==> src/rtl/gf_dsm_ctrl.sv <==
// gf_dsm_ctrl: sequencer for a digit-serial systolic GF(2^M) multiplier array.
// It latches one operand pair per accepted start, holds A on a_op and streams
// B into the array one D-bit digit per cycle, MSB digit first. It then waits
// LAT cycles for the array/delay line and captures array_res into result,
// pulsing done in the same cycle.
//
// Handshake: start is a request level that is sampled only while idle
// (busy=0). No ready is returned, so busy=0 is the acceptance window. A start
// seen while busy=1, including the DONE cycle, is dropped. abort cancels the
// operation in flight on the next edge and wins over start and over capture.
// Every output is a register, so outputs change only on a clock edge or on
// reset.
module gf_dsm_ctrl #(
  parameter int M   = 16,
  parameter int D   = 4,
  parameter int LAT = 2
) (
  input  logic         clk,
  input  logic         rst,
  input  logic         start,
  input  logic         abort,
  input  logic [1:M]   a_in,
  input  logic [1:M]   b_in,
  input  logic [1:M]   array_res,
  output logic         busy,
  output logic [1:M]   a_op,
  output logic [1:D]   digit,
  output logic         digit_vld,
  output logic         first_dig,
  output logic [1:M]   result,
  output logic         done,
  output logic [1:0]   dbg_state
);

  localparam int NDIG = M / D;
  localparam int CW   = (NDIG > 1) ? $clog2(NDIG) : 1;
  localparam int LW   = (LAT > 1) ? $clog2(LAT) : 1;

  localparam logic [1:0] S_IDLE  = 2'd0;
  localparam logic [1:0] S_FEED  = 2'd1;
  localparam logic [1:0] S_DRAIN = 2'd2;
  localparam logic [1:0] S_DONE  = 2'd3;

  logic [1:0]    state;
  logic [1:M]    b_sr;   // digits of B that have not been presented yet, MSB-aligned
  logic [CW-1:0] dcnt;   // index of the digit currently on the digit output
  logic [LW-1:0] lcnt;   // drain cycles already spent

  assign dbg_state = state;

  // Sequencer state, counters and every registered output.
  always_ff @(posedge clk or negedge rst) begin
    if (!rst) begin
      state     <= S_IDLE;
      b_sr      <= '0;
      dcnt      <= '0;
      lcnt      <= '0;
      busy      <= 1'b0;
      a_op      <= '0;
      digit     <= '0;
      digit_vld <= 1'b0;
      first_dig <= 1'b0;
      result    <= '0;
      done      <= 1'b0;
    end else begin
      done <= 1'b0;
      case (state)
        S_IDLE: begin
          if (start && !abort) begin
            // Digit 0 goes out straight away; the rest waits in b_sr.
            a_op      <= a_in;
            digit     <= b_in[1:D];
            b_sr      <= b_in << D;
            digit_vld <= 1'b1;
            first_dig <= 1'b1;
            busy      <= 1'b1;
            dcnt      <= '0;
            lcnt      <= '0;
            state     <= S_FEED;
          end
        end

        S_FEED: begin
          first_dig <= 1'b0;
          if (abort) begin
            digit     <= '0;
            digit_vld <= 1'b0;
            busy      <= 1'b0;
            dcnt      <= '0;
            state     <= S_IDLE;
          end else if (dcnt == CW'(NDIG - 1)) begin
            digit     <= '0;
            digit_vld <= 1'b0;
            dcnt      <= '0;
            if (LAT == 0) begin
              // No delay line: the product is already valid, so capture now.
              result <= array_res;
              done   <= 1'b1;
              state  <= S_DONE;
            end else begin
              state <= S_DRAIN;
            end
          end else begin
            digit <= b_sr[1:D];
            b_sr  <= b_sr << D;
            dcnt  <= dcnt + 1'b1;
          end
        end

        S_DRAIN: begin
          if (abort) begin
            busy  <= 1'b0;
            lcnt  <= '0;
            state <= S_IDLE;
          end else if (lcnt == LW'(LAT - 1)) begin
            result <= array_res;
            done   <= 1'b1;
            lcnt   <= '0;
            state  <= S_DONE;
          end else begin
            lcnt <= lcnt + 1'b1;
          end
        end

        default: begin
          // DONE always returns to IDLE; start is ignored for this cycle.
          busy  <= 1'b0;
          state <= S_IDLE;
        end
      endcase
    end
  end

endmodule

==> config.mk <==
export PLATFORM = sky130hd
export DESIGN_NAME = gf_dsm_ctrl
export DESIGN_NICKNAME = d
export VERILOG_FILES = /design/src/rtl/gf_dsm_ctrl.sv
export SDC_FILE = /design/constraint.sdc
export NUM_CORES = 1
export LEC_CHECK = 0
export BUFFER_PORTS_ARGS = -buffer_cell sky130_fd_sc_hd__buf_2
export CORE_MARGIN = 8
export CORE_UTILIZATION = 35
export CTS_BUF_LIST = sky130_fd_sc_hd__clkbuf_4 sky130_fd_sc_hd__clkbuf_8 sky130_fd_sc_hd__clkbuf_16
export DETAILED_ROUTE_END_ITERATION = 7
export PLACE_DENSITY = 0.72
export SETUP_SLACK_MARGIN = 0.5
export SLEW_MARGIN = 20
export SYNTH_ARGS = -nofsm -noshare
export SYNTH_HDL_FRONTEND = slang
export SYNTH_SLANG_ARGS = --single-unit
==> constraint.sdc <==
create_clock -name clk -period 3.4 [get_ports clk]
set_input_delay 0.51 -clock clk [delete_from_list [all_inputs] [get_ports clk]]
set_output_delay 0.51 -clock clk [all_outputs]
set_load 0.01 [all_outputs]
==> flow_summary.ini <==
[route]
met3_wirelength_um = 620
vias = 1788
dr.pass1.iters = 4
top_layer_used = met4
drc = 0
wl_met1_um = 2270
post_drt_wl_per_cell_um = 14.0
viasPerCell = 4.52
wl_met2_um = 2580
drt_iter0_markers = 20
antenna_left = 0
routed_wirelength_um = 5530

[sta]
report.final.setup_viol = 0
relSlewSlack = 0.465
fmaxAchievable_mhz = 400
fin_crit_sh = 0.735
timing.setup.tns_ps = 0
rsz0062_at_grt = no
setup_slack_ps = 901
finClkSkew_ps = 15.0
worst_pin_slew_ps = 800
finalHoldViolations = 0
period_needed_ps = 2500
maxSlewViolCount = 0

[floorplan]
ios = 94
die_x_um = 102
die_area_um2 = 10400
fp-row-count = 31
die_h_um = 102
initial_core_util = 0.359
fp.coreArea_um2 = 7180

[yosys]
ys_ff_latch = 57
synth_edf_count = 0
ys.flop_type = dfrtp_1
async_flop_share = 1.00
synthDistinctLibCells = 29
ys_warn_count = 0
syn_area_um2 = 2570
synth-seq-area-share = 0.554
netlist_instances = 197
syn_avg_cell_area_um2 = 13.1
synth.net_count = 256

[worst_setup_path]
worstSetupEndpointType = register
reg2reg_depth = 6
arrival_ps = 2720
required_ps = 3620
startpoint_type = register
cpPeakStageDelay_ps = 590
critical-path-top-delay-family = adder cells
critPathMaxFanout = 18
r2r_slack_ps = 900
r2r_end = b_sr[5]
r2r_start = dbg_state[1]
critPathKind = reg2reg
worst-path-buf-inv = 1
slowest_stage = ha_1
path_cells = inv_1 -> ha_1 -> or4b_1 -> o31ai_2 -> a31o_4 -> mux2_2

[grt]
grt_max_degree = 46
antenna_found_initial = 0
grt_overflow = 0
grt_pass1_vias = 1977
grt_first_pass_wirelength_um = 9380
grtUsageTotal = 0.117

[place]
dp_cells = 381
port_buffers = 93
gp_congestion = 0.774
place_area_um2 = 3110
place_ws_ps = 875
dp.final_hpwl_um = 4240

[clock_network]
cts_sinks = 57
root_buffer = clkbuf_8
cts_made_buffers = 9
ctsHtreeMaxLevel = 3
hold_buffers = 0
clock_latency_ps = 330
clk_pin_slew_ps = 70
cts-resized-gates = 0
cts_tree = done
cts_setup_buffers = 0
cts_buffer_depth = 2

[cells_and_area]
area_growth_pct = 28.0
final_cells = 396
num-fill-cells = 677
diodes = 0
nNetsFinal = 352
design_area_um2 = 3300
drive_above_1_share = 0.545

[outcome]
outcome = finished, final reports clean

[power]
irDropWorstVdd_uv = 342
p_total_mw = 2.95
p_leak_nw = 1.66
power_density_nw_per_um2 = 895

[run]
maxCapViolations = 0

[worst_hold_path]
worstHoldPathType = in2async
[worst max-delay path by stage]
| stage | startpoint | end | slack (ps) | cells after the start |
|---|---|---|---|---|
| 2_1_floorplan | dbg_state[0] | b_sr[1] | 1230 | 8 |
| 6_report | dbg_state[1] | b_sr[5] | 900 | 6 |
| 5_1_grt | dbg_state[1] | b_sr[5] | 710 | 6 |
| 3_5_place_dp | dbg_state[1] | b_sr[5] | 880 | 6 |
| 4_1_cts | dbg_state[1] | b_sr[5] | 880 | 6 |
| 3_3_place_gp | dbg_state[1] | b_sr[5] | 960 | 6 |
[registers in the layout, indices dropped and copies added, names as in the netlist, 2 cells and up]
name       flops
a_op          16
result        16
b_sr          12
digit          4
dbg_state      2
dcnt           2
[Yosys cell counts (all sizes together) (2+ instances only)]
cell type | count | area (µm²)
nand2 | 12 | 45.0
and2b | 4 | 30.0
nand3b | 7 | 52.6
ha | 7 | 87.6
a21oi | 8 | 40.0
inv | 9 | 33.8
mux2 | 48 | 563
dfrtp | 57 | 1430
nor2 | 5 | 18.8
clkbuf | 2 | 7.51
o21ai | 16 | 80.1
or4b | 2 | 20.0
buf | 8 | 61.3
[cell families after synthesis]
group	after synthesis	share of synthesized area
fa+ha+maj	7	0.0340
buf+inv	19	0.0398
compound gates	31	0.0748
simple gates	34	0.0748
flops	57	0.554
mux	49	0.223
[per-stage QoR]
stage | utilization | hold slack (ps)
3_3_place_gp | 0.433 | 462
3_5_place_dp | 0.433 | 470
5_1_grt | 0.459 | 201
6_report | 0.459 | 165
4_1_cts | 0.459 | 364
2_1_floorplan | - | 214
[per-layer routing]
layer / GRT usage / vias up
met1: 0.131 / 851
li1: - / 875
met5: 0 / -
met4: 0.0412 / 0
met2: 0.184 / 57
met3: 0.0632 / 5
[cells in the final DEF (no fill, tap or decap)]
master / n
buf_2: 92
dfrtp_1: 57
mux2_2: 42
o21ai_0: 16
nand2_1: 12
inv_1: 9
clkbuf_8: 9
a21oi_1: 8
nand3b_1: 7
ha_1: 7
mux2_4: 6
nor2_1: 5
and2b_1: 4
clkinv_2: 3
buf_4: 3
clkinvlp_4: 2
nor2b_1: 1
and2_1: 1
or4b_1: 1
o31ai_2: 1
a31o_4: 1
or2b_1: 1
nand2b_1: 1
o221a_2: 1
o32ai_1: 1
a21boi_1: 1
or4b_2: 1
o2bb2ai_1: 1
mux2i_1: 1
o22ai_1: 1
bufinv_16: 1
[cell type report]
| class | count | area [µm²] | share of cell area |
|---|---|---|---|
| clock buffer | 9 | 124 | 0.0376 |
| inverter | 9 | 33.8 | 0.0102 |
| timing repair buffer | 95 | 483 | 0.146 |
| sequential | 57 | 1430 | 0.433 |
| clock inverter | 6 | 60.1 | 0.0182 |
| multi-input combinational | 121 | 1050 | 0.317 |
| tap | 99 | 124 | 0.0376 |
[report_power, final]
part           switching (mW)  internal (mW)
sequential              0.158          0.995
clock                   0.264          0.330
combinational           0.569          0.634
Note: power is estimated with default switching activity, not from simulation.
